===== src/rtl/sequencer_recorder.sv =====
// Live step recorder: captures one keyboard note per beat into a STEPS-slot
// pattern memory and plays it back as a note code.
module sequencer_recorder #(
    parameter int STEPS  = 16,
    parameter int NOTE_W = 4
) (
    input  logic                     clk,
    input  logic                     n_rst,
    input  logic                     beat_pulse,
    input  logic [NOTE_W-1:0]        note_in,
    input  logic                     record_btn,
    input  logic                     play_btn,
    input  logic                     clear_btn,
    output logic [NOTE_W-1:0]        note_out,
    output logic [$clog2(STEPS)-1:0] step,
    output logic                     armed,
    output logic                     recording,
    output logic                     playing,
    output logic                     pattern_valid
);

    localparam int SW = $clog2(STEPS);

    typedef enum logic [1:0] {
        S_IDLE   = 2'd0,
        S_ARMED  = 2'd1,
        S_RECORD = 2'd2,
        S_PLAY   = 2'd3
    } state_t;

    state_t              r_state;
    logic [SW-1:0]       r_step;
    logic [NOTE_W-1:0]   r_latch;
    logic                r_valid;
    logic [NOTE_W-1:0]   r_mem [STEPS];

    state_t              w_state_nxt;
    logic [SW-1:0]       w_step_nxt;
    logic [NOTE_W-1:0]   w_latch_nxt;
    logic                w_valid_nxt;
    logic                w_wr_en;
    logic [NOTE_W-1:0]   w_wr_data;
    logic                w_clear;
    logic                w_last_step;

    assign w_last_step = (r_step == SW'(STEPS - 1));

    always_comb begin
        w_state_nxt = r_state;
        w_step_nxt  = r_step;
        w_latch_nxt = r_latch;
        w_valid_nxt = r_valid;
        w_wr_en     = 1'b0;
        w_wr_data   = '0;
        w_clear     = 1'b0;

        if (clear_btn) begin
            w_state_nxt = S_IDLE;
            w_step_nxt  = '0;
            w_latch_nxt = '0;
            w_valid_nxt = 1'b0;
            w_clear     = 1'b1;
        end else begin
            unique case (r_state)
                S_IDLE: begin
                    w_step_nxt = '0;
                    if (record_btn) begin
                        w_state_nxt = S_ARMED;
                    end else if (play_btn && r_valid) begin
                        w_state_nxt = S_PLAY;
                    end
                end
                S_ARMED: begin
                    w_step_nxt = '0;
                    if (record_btn) begin
                        w_state_nxt = S_IDLE;
                    end else if (beat_pulse) begin
                        w_state_nxt = S_RECORD;
                        w_latch_nxt = '0;
                    end
                end
                S_RECORD: begin
                    if (record_btn) begin
                        // Abort: the step in progress is discarded, earlier slots stay
                        w_state_nxt = S_IDLE;
                        w_step_nxt  = '0;
                        w_latch_nxt = '0;
                    end else if (beat_pulse) begin
                        w_wr_en     = 1'b1;
                        w_wr_data   = (r_latch != '0) ? r_latch : note_in;
                        w_latch_nxt = '0;
                        if (w_last_step) begin
                            w_state_nxt = S_IDLE;
                            w_step_nxt  = '0;
                            w_valid_nxt = 1'b1;
                        end else begin
                            w_step_nxt = r_step + SW'(1);
                        end
                    end else if (r_latch == '0 && note_in != '0) begin
                        w_latch_nxt = note_in;
                    end
                end
                S_PLAY: begin
                    if (record_btn) begin
                        w_state_nxt = S_ARMED;
                        w_step_nxt  = '0;
                    end else if (play_btn) begin
                        w_state_nxt = S_IDLE;
                        w_step_nxt  = '0;
                    end else if (beat_pulse) begin
                        // STEPS is a power of two, so the counter wraps by itself
                        w_step_nxt = r_step + SW'(1);
                    end
                end
                default: begin
                    w_state_nxt = S_IDLE;
                    w_step_nxt  = '0;
                end
            endcase
        end
    end

    always_ff @(posedge clk or negedge n_rst) begin
        if (!n_rst) begin
            r_state <= S_IDLE;
            r_step  <= '0;
            r_latch <= '0;
            r_valid <= 1'b0;
        end else begin
            r_state <= w_state_nxt;
            r_step  <= w_step_nxt;
            r_latch <= w_latch_nxt;
            r_valid <= w_valid_nxt;
        end
    end

    always_ff @(posedge clk or negedge n_rst) begin
        if (!n_rst) begin
            for (int i = 0; i < STEPS; i++) begin
                r_mem[i] <= '0;
            end
        end else if (w_clear) begin
            for (int i = 0; i < STEPS; i++) begin
                r_mem[i] <= '0;
            end
        end else if (w_wr_en) begin
            r_mem[r_step] <= w_wr_data;
        end
    end

    assign note_out      = (r_state == S_PLAY) ? r_mem[r_step] : '0;
    assign step          = r_step;
    assign armed         = (r_state == S_ARMED);
    assign recording     = (r_state == S_RECORD);
    assign playing       = (r_state == S_PLAY);
    assign pattern_valid = r_valid;

endmodule


===== config.mk =====
export PLATFORM = sky130hd
export DESIGN_NAME = sequencer_recorder
export DESIGN_NICKNAME = d
export VERILOG_FILES = /design/src/rtl/sequencer_recorder.sv
export SDC_FILE = /design/constraint.sdc
export NUM_CORES = 1
export LEC_CHECK = 0
export CORE_AREA = 2 2 99 120
export CTS_BUF_LIST = sky130_fd_sc_hd__clkbuf_8
export CTS_CLUSTER_DIAMETER = 100
export DETAILED_ROUTE_END_ITERATION = 16
export DIE_AREA = 0 0 101 122
export HOLD_SLACK_MARGIN = 0.03
export SETUP_SLACK_MARGIN = 0.15
export SKIP_CTS_REPAIR_TIMING = 1
export SYNTH_ARGS = -nofsm -noshare
export SYNTH_HDL_FRONTEND = slang
export SYNTH_SLANG_ARGS = --single-unit
export TNS_END_PERCENT = 100

===== constraint.sdc =====
create_clock -name clk -period 1.9 [get_ports clk]
set_input_delay 0.285 -clock clk [delete_from_list [all_inputs] [get_ports clk]]
set_output_delay 0.285 -clock clk [all_outputs]
set_load 0.01 [all_outputs]

; Word-level counts from Yosys, hierarchy flattened
; Index checks and enable logic that the tools add are counted.
; Widths: inputs -> output; s select.
[word_totals]
ff_bits = 75
in_bits = 10
output_inout_bits = 12
elab_cells = 105
[op_classes]
add_sub_neg = 1
n_lt_le_gt_ge = 2
eq_ne = 14
n_mux = 50
bitwise = 1
n_reduce_logical = 17
[op_table]
columns = op, n
row1 = $mux 64, 2
row2 = $mux 4, 22
row3 = $bwmux 64, 1
row4 = $mux 2, 10
row5 = $bmux 4 s4, 1
row6 = $demux 4 s4, 1
row7 = $ne 4x4->1 const B, 4
row8 = $pmux 4 s3, 1
row9 = $mux 1, 10
row10 = $pmux 2 s4, 1
row11 = $pmux 4 s2, 1
row12 = $reduce_and 4->1, 2
row13 = $reduce_bool 2->1, 4
row14 = $reduce_bool 4->1, 2
row15 = $ne 3x3->1 const B, 2
row16 = $ge 5x5->1 const B, 1
row17 = $lt 5x1->1 const B, 1
row18 = $ne 5x4->1 const B, 1
row19 = $ne 5x5->1 const B, 1
row20 = $not 4->5, 1
row21 = $reduce_and 5->1, 1
row22 = $add 4x1->4 const B, 1
row23 = $eq 2x2->1 const B, 2
row24 = $eq 4x4->1 const B, 1
row25 = 9 further kinds, 11

; Longest topological paths before layout
; Gate-level depths: netlist of the first run.
[logic_depth]
depth_word = 9
depth_mapped = 7
depth_no_buf = 5

; Worst setup path after synthesis of the first run
; No wires, ideal clock.
[synth_path]
kind = reg-to-output
startpoint = register r_step[1] (netlist: step[1])
endpoint = output note_out[2]
arrival_time_ps = 1622
required_ps = 1615
slack_ps = -7
path_stages_with_launch = 6
n_path_buf = 2
cell_sequence = dfrtp_1 > buf_2 > buf_2 > mux4_2 > o21ai_0 > o21ai_0
[synth_between]
elab_chain_cells = 5
[synth_lines]
columns = element, line
row1 = from (decl), 32  ; logic [SW-1:0] r_step;
row2 = from (signal assigned), 131  ; r_step <= w_step_nxt;
row3 = $not 4->5 (implied by the code), 151  ; assign note_out = (r_state == S_PLAY) ? r_mem[r_step] : '0;
row4 = $bmux 4 s4, 151
row5 = $mux 4 (implied by the code) (2 in series), 151
row6 = $mux 4, 151
row7 = to (decl), 14  ; output logic [NOTE_W-1:0] note_out,
; Every way passes these cells. The select of a mux whose other input is x is not followed.

; Final worst setup path of the first run
[layout_path]
startpoint = register r_step[0] (netlist: step[0])
endpoint = output note_out[0]
; The elaborated chain is that of the path after synthesis.

==> results.env, run 1 <==
FP.DIEW_MICRONS=101
GRT_REMAINING_OVERFLOW=0
YOSYSSEQAREASHARE_PCT=49.2
DIE_Y_MICRONS=122
CTSLONGESTPATHBUFFERS=2
FILLERINSTANCES=1051
FINAL_NET_COUNT=409
CAP_VIOLATIONS=0
SYNTH.DISTINCT_CELLS=38
NUM_ANTENNA_CELLS=0
REPORT.POWER.TOTAL_mW=2.96
YS_ASYNC_SR_FRACTION_PCT=100
MAXIMUM_NUMBER_OF_PINS_ON_ONE_NET_BEFORE_GLOBAL_ROUTE_REPAIR=47
REGISTER_BIT_COUNT_REPORTED_BY_YOSYS=75
CLOCK_BUFFER_COUNT_FROM_CTS=9
SEQ_POWER_SHARE_PCT=54.0
CPPEAKSTAGEDELAY_NS=0.51
WORST-ENDPOINT-REQUIRED_NS=1.62
YOSYS_WARNINGS=0
POWER_REPORT.INTERNAL_TOTAL_mW=2.28
IOS=22
POSTLAYOUTSETUPSLACKWORST_NS=-0.255
PLACEMENTROWS=43
GRT_PASS1_VIAS=2907
START_KIND='register'
GRT_PASS1_WL_MICRONS=15700
ROUTE.VIAS.TOTAL=2946
FINALMAXSLEWVIOLATIONS=0
SKEW_NS=0.00794
NUMBER_OF_CLOCK_SINKS=75
SYNTH_TOP_CELL_AREA_SHARE_PCT=49.2
POST_DR_WIRELENGTH_CELL_MICRONS=19.6
NETLIST_TOP_CELLS_COUNT='sky130_fd_sc_hd__dfrtp_1 (75), sky130_fd_sc_hd__a22o_1 (48), sky130_fd_sc_hd__a22o_2 (17)'
DIEAREA_SQ_UM=12300
IO_BUFFERS=21
TIGHTEST_SLEW_NS=0.415
DRC=0
POST_SYNTH.CELL_AREA_AVG_SQ_UM=12.7
WIRELENGTH_MICRONS=10500
ROUTABILITYCONGESTION=0.832
VIAS_PER_CELL=5.51
MAXIMUM_FANOUT_COUNT_ALONG_THE_CRITICAL_PATH=6
SETUP_VIOL=10
GRT_SETUP_UNREPAIRED='true'
SLEW_HEADROOM_PCT=72.3
CTS_TREE='done'
DR.PASS1.ITERS=4
HOLD-WORST-SLACK_NS=0.400
P_SW_mW=0.689
FINALHOLDVIOLCOUNT=0
MIN_PERIOD_NS=2.15
SYNTH_LARGEST_AREA_CELL='sky130_fd_sc_hd__dfrtp_1'
SYN_STD_CELL_AREA_SQ_UM=3810
CRIT_CHAIN='buf_4 -> mux4_2 -> mux2i_1 -> o21ai_1 -> clkbuf_2'
SYNTHTOLAYOUTAREAGROWTH_PCT=34.4
COMBPWRFRAC_PCT=6.2
GR-USAGE-ALL-LAYERS_PCT=17.0
WORST_SKEW_PAIR.LATE_LATENCY_NS=0.36
POST_SYNTH_INST_COUNT=301
INITIAL_UTILIZATION_PCT=33.8
DRIVE_GT1_SHARE_PCT=44.5
CELL_WITH_THE_LARGEST_STAGE_DELAY_ON_THE_WORST_PATH='sky130_fd_sc_hd__dfrtp_4'
COREAREA_SQ_UM=11300
SW_FRAC_OF_TOTAL_PCT=23.2
POWERDENSITY_nW_PER_UM2=578
VIOLATIONS='negative setup slack'
CTS.ROOT.BUFFER_CELL='sky130_fd_sc_hd__clkbuf_8'
CTS_MAX_LEVEL=3
SYNTH.MOST_COMMON_CELL='sky130_fd_sc_hd__dfrtp_1'
CLK_TRANSITION_REPORTED_PATHS_NS=0.08
SYNTH-MAIN-FF-CELL='sky130_fd_sc_hd__dfrtp_1'
SYNTH_ENABLE_FLOP_CELLS=0
ARRIVAL_TIME_AT_THE_WORST_ENDPOINT_NS=1.87
IRDROPWORSTVDD_V=0.000358
FMAXACHIEVABLE_MHz=464
POWER.LEAKAGE_nW=2.36
CELLS_TAKING_THE_MOST_AREA_AFTER_SYNTHESIS='sky130_fd_sc_hd__dfrtp_1 (49%), sky130_fd_sc_hd__a22o_1 (11%), sky130_fd_sc_hd__mux4_2 (7.1%), sky130_fd_sc_hd__a22o_2 (4.5%), sky130_fd_sc_hd__mux2i_1 (4.2%)'
CRITICAL_PATH_CLASS='reg2out'
GRT_ANTENNA_BEFORE_REPAIR=0
POSTSYNTHNETCOUNT=315
DRT_FIRST_ITER_VIOLATIONS=199
RUN_STATUS='finished with violations'
WORST_SETUP_PATH_END_KIND='primary output'
CLOCK_POWER_SHARE_PCT=39.9
FINAL.PERIOD_UTILIZATION_PCT=113
HOLDCRITPATHCLASS='in2async'
COUNT_OF_ANTENNA_VIOLATING_NETS_LEFT_AFTER_DETAILED_ROUTING=0
HPWL_MICRONS=6860
[state kept, by name, summed over array words and instances, names as in the netlist]
register       flops
step               4
r_latch            4
r_mem             64
pattern_valid      1
r_state            2
[metrics by stage]
stage / cell area [sq um] / std cells / setup WS [ns] / TNS, ns / util, %
CTS: 4800 / 514 / -0.682 / -3.44 / 42.5
finish: 5130 / 535 / -0.255 / -1.33 / 45.4
floorplan: 3830 / 301 / 0.123 / 0 / -
global placement: 4610 / 498 / -0.262 / -0.953 / 40.8
global route: 5130 / 535 / -0.309 / -2.54 / 45.4
detailed placement: 4610 / 498 / -0.286 / -1.23 / 40.8
[cells in the final DEF, fill, tap and decap left out, types with 4 or more instances in the layout]
master / instances
sky130_fd_sc_hd__dfrtp_1: 72
sky130_fd_sc_hd__buf_4: 65
sky130_fd_sc_hd__a22o_1: 48
sky130_fd_sc_hd__a22o_2: 17
sky130_fd_sc_hd__mux2i_1: 16
sky130_fd_sc_hd__clkbuf_8: 13
sky130_fd_sc_hd__mux4_2: 12
sky130_fd_sc_hd__a21oi_1: 12
sky130_fd_sc_hd__a21oi_2: 11
sky130_fd_sc_hd__and2_4: 10
sky130_fd_sc_hd__clkdlybuf4s50_1: 9
sky130_fd_sc_hd__inv_1: 8
sky130_fd_sc_hd__nand2_1: 8
sky130_fd_sc_hd__o21ai_1: 7
sky130_fd_sc_hd__buf_12: 7
sky130_fd_sc_hd__buf_6: 7
sky130_fd_sc_hd__clkbuf_2: 6
sky130_fd_sc_hd__nor2_1: 5
sky130_fd_sc_hd__and3_1: 5
sky130_fd_sc_hd__nor3_4: 4
sky130_fd_sc_hd__dlymetal6s2s_1: 4
[critical path: cells and delay by family (launching register included)]
family | cells | cell delay [ns]
mux | 2 | 0.61
flops | 1 | 0.51
buf+inv | 2 | 0.28
compound gates | 1 | 0.11
[cells by family (layout without fill, tap and decap cells)]
family | count (synthesis) | in the layout | share of synthesized area, %
AO/OA/AOI/OAI | 112 | 112 | 23.6
XOR/XNOR | 1 | 1 | 0.230
adder cells (fa/ha/maj) | 4 | 4 | 1.31
buffers and inverters | 27 | 126 | 4.17
flip-flops | 75 | 75 | 49.2
multiplexers | 28 | 28 | 11.3
AND/OR/NAND/NOR | 54 | 54 | 10.2
[power by group through the flow]
| stage | logic [mW] | clock network (mW) | registers [mW] |
|---|---|---|---|
| 3_3_place_gp | 0.166 | 0 | 1.63 |
| 4_1_cts | 0.169 | 1.22 | 1.60 |
| 5_1_grt | 0.200 | 1.28 | 1.60 |
| 3_5_place_dp | 0.168 | 0 | 1.63 |
| 2_1_floorplan | 0.0723 | 0 | 1.63 |
| 6_report | 0.182 | 1.18 | 1.60 |
[metal layers]
| layer | wire length [microns] | GRT usage [%] | up-vias |
|---|---|---|---|
| li1 | - | - | 1348 |
| met1 | 4750 | 23.6 | 1501 |
| met2 | 4910 | 26.7 | 79 |
| met3 | 567 | 3.73 | 18 |
| met4 | 228 | 5.41 | 0 |
| met5 | 0 | 0 | - |
[area by class of cell]
class | instances | area [sq um] | share of cell area (%)
multi-input cells | 199 | 1890 | 36.8
flip-flops and latches | 75 | 1880 | 36.7
repair buffers | 103 | 967 | 18.9
clock buffers | 13 | 179 | 3.49
well taps | 135 | 169 | 3.29
inverters | 7 | 30.0 | 0.586
clock inverters | 3 | 12.5 | 0.244
[final timing paths]
| kind | startpoint | end | slack (ns) | depth (start not counted) |
|---|---|---|---|---|
| min | n_rst | r_mem[39] | 0.40 | 2 |
| max in group asynchronous | n_rst | r_latch[2] | 0.89 | 3 |
| min in group clk | r_mem[42] | r_mem[42] | 0.50 | 1 |
| min reg2reg | r_mem[42] | r_mem[42] | 0.50 | 1 |
| max reg2reg | step[1] | r_mem[14] | -0.10 | 9 |
| max | step[0] | note_out[0] | -0.25 | 5 |
Power figures use the tool's default switching activity.
==> run 2, diff against run 1 <==
- PLACE_DENSITY: not set -> 0.59
==> results.env, run 2 (synthesis gave the netlist of run 1 again) <==
FP.DIEW_MICRONS=101  # unchanged
FMAXACHIEVABLE_MHz=442  # -4.7%
TIGHTEST_SLEW_NS=0.514  # +0.0988 ns
CAP_VIOLATIONS=0  # unchanged
VIAS_PER_CELL=5.62  # +2.1%
FINALHOLDVIOLCOUNT=0  # unchanged
FF2FF_SETUP_SLACK_NS=0.04  # +0.14 ns
CRIT_CHAIN='buf_12 -> mux4_2 -> mux2i_1 -> o21ai_1 -> buf_2'
TOTALNEGATIVESETUPSLACK_NS=-1.08  # +0.252 ns
LARGEST_REGISTER_BY_FLOP_COUNT='r_mem'
MIN_PERIOD_NS=2.26  # +0.107 ns
POSTLAYOUTSETUPSLACKWORST_NS=-0.361  # -0.107 ns
CRITICAL_PATH.N_BUFFERS_INVERTERS=2  # unchanged
WORST_SKEW_PAIR.LATE_LATENCY_NS=0.36  # about the same
DR.PASS1.ITERS=4  # unchanged
CLK_TRANSITION_REPORTED_PATHS_NS=0.08  # about the same
NUMBER_OF_FLIP_FLOPS_IN_THE_LARGEST_REGISTER=64  # unchanged
CPPEAKSTAGEDELAY_NS=0.49  # -0.02 ns
MAXIMUM_FANOUT_COUNT_ALONG_THE_CRITICAL_PATH=7  # +1
IRDROPWORSTVDD_V=0.000366  # +2.2%
POWER.LEAKAGE_nW=2.30  # -2.6%
CRITICAL_PATH_CLASS='reg2out'
MULTI_INPUT_COMB_AREA_SQ_UM=1920  # +1.9%
SETUP_VIOL=4  # -6
VIOLATIONS='negative setup slack'
GRT_PASS1_WL_MICRONS=16500  # +5.0%
NUMBER_OF_CLOCK_SINKS=75  # unchanged
ARRIVAL_TIME_AT_THE_WORST_ENDPOINT_NS=1.98  # +0.11 ns
POST_DR_WIRELENGTH_CELL_MICRONS=20.4  # +4.2%
SKEW_NS=0.00680  # -0.00114 ns
REPORT.POWER.TOTAL_mW=3.10  # +4.6%
DRIVE_GT1_SHARE_PCT=42.9  # -1.6 points
GRT_REMAINING_OVERFLOW=0  # unchanged
COUNT_OF_ANTENNA_VIOLATING_NETS_LEFT_AFTER_DETAILED_ROUTING=0  # unchanged
HPWL_MICRONS=7140  # +4.1%
PLACE_AREA_SQ_UM=4550  # -1.2%
PRE_CTS_SLACK_NS=-0.343  # -0.0575 ns
DIEAREA_SQ_UM=12300  # unchanged
FINAL.PERIOD_UTILIZATION_PCT=119  # +5.6 points
CLOCK_BUFFER_COUNT_FROM_CTS=9  # unchanged
GRT_ANTENNA_BEFORE_REPAIR=0  # unchanged
CTS_TREE='done'
POST-ROUTE-CELL-AREA_SQ_UM=4990  # -2.7%
FINALMAXSLEWVIOLATIONS=0  # unchanged
AREA_TAKEN_BY_FLIP_FLOPS_AND_LATCHES_SQ_UM=1880  # unchanged
PLACEMENTROWS=43  # unchanged
ROUTABILITYCONGESTION=0.891  # +7.0%
FINAL_CELL_MIX='sky130_fd_sc_hd__dfrtp_1 (72), sky130_fd_sc_hd__buf_4 (49), sky130_fd_sc_hd__a22o_1 (48)'
DP_CELLS=492  # -1.2%
WORST_SETUP_PATH_END_KIND='primary output'
GR-USAGE-ALL-LAYERS_PCT=17.8  # +0.80 points
CTS.ROOT.BUFFER_CELL='sky130_fd_sc_hd__clkbuf_8'
FILLERINSTANCES=1074  # +2.2%
INITIAL_UTILIZATION_PCT=33.8  # unchanged
IOS=22  # unchanged
POWERDENSITY_nW_PER_UM2=621  # +7.4%
NUM_ANTENNA_CELLS=0  # unchanged
FINAL-INSTANCE-COUNT-EXCL-FILL=513  # -4.1%
CPLARGESTDELAYFAMILY='multiplexers'
MAXIMUM_NUMBER_OF_PINS_ON_ONE_NET_BEFORE_GLOBAL_ROUTE_REPAIR=42  # -11%
WIRELENGTH_MICRONS=10500  # about the same
CTS_MAX_LEVEL=3  # unchanged
ROUTE.VIAS.TOTAL=2884  # -2.1%
GRT_SETUP_UNREPAIRED='true'
LAYOUT.CELLS.MOST_COMMON='sky130_fd_sc_hd__dfrtp_1'
CELL_WITH_THE_LARGEST_STAGE_DELAY_ON_THE_WORST_PATH='sky130_fd_sc_hd__dfrtp_4'
RUN_STATUS='finished with violations'
SYNTHTOLAYOUTAREAGROWTH_PCT=30.8
SLEW_HEADROOM_PCT=65.7  # -6.6 points
GRT_PASS1_VIAS=3039  # +4.5%
DIE_Y_MICRONS=122  # unchanged
COREAREA_SQ_UM=11300  # unchanged
CTSLONGESTPATHBUFFERS=2  # unchanged
FINAL_NET_COUNT=387  # -5.4%
IO_BUFFERS=21  # unchanged
START_KIND='register'
WORST-ENDPOINT-REQUIRED_NS=1.62  # about the same
HOLDCRITPATHCLASS='in2async'
DRC=0  # unchanged
DRT_FIRST_ITER_VIOLATIONS=277  # +39%
run 2: changes by cell type in the layout (fill, tap and decap cells not counted), sizes merged:
cell,change
clkbuf,-10
bufinv,+2
clkinv,+3
buf,-20
clkinvlp,-1
dlymetal6s2s,+4
run 2: worst paths after layout:
| kind | to | start | depth (start not counted) |
|---|---|---|---|
| setup / recovery | note_out[3] | step[0] | 5 |
| hold / removal | r_mem[42] | n_rst | 2 |
| setup reg to reg | step[0] | step[0] | 9 |
| hold reg to reg | r_mem[57] | r_mem[57] | 1 |
| max in group asynchronous | r_mem[5] | n_rst | 3 |
| min in group clk | r_mem[57] | r_mem[57] | 1 |
run 2: cell type report:
cell class	count	area share, %
multi-input combinational	199	38.5
sequential	75	37.7
timing repair buffer	81	15.7
tap	135	3.38
clock buffer	9	2.48
clock inverter	7	1.68
inverter	7	0.526
run 2: routing by layer:
metal  wire length (microns)  share of wire [%]  GRT usage (%)  vias to the layer above
met4                     240                2.3           7.77                        0
met1                    4550                 43           23.8                     1468
met5                       0                  0              0                        -
met2                    5260                 50           29.0                       80
li1                        -                  -              -                     1315
met3                     404                3.9           2.52                       21
run 2: where the power goes:
group	leakage (nW)	internal, mW	switching (mW)
Clock	0.114	0.725	0.599
Combinational	1.14	0.0655	0.110
Sequential	1.04	1.60	0.00252
run 2: stage by stage:
step	hold WS [ns]	utilization, %
floorplan	-0.0106	-
global placement	0.295	40.3
detailed placement	0.297	40.3
CTS	-0.0909	42.1
global route	0.494	44.2
finish	0.436	44.2
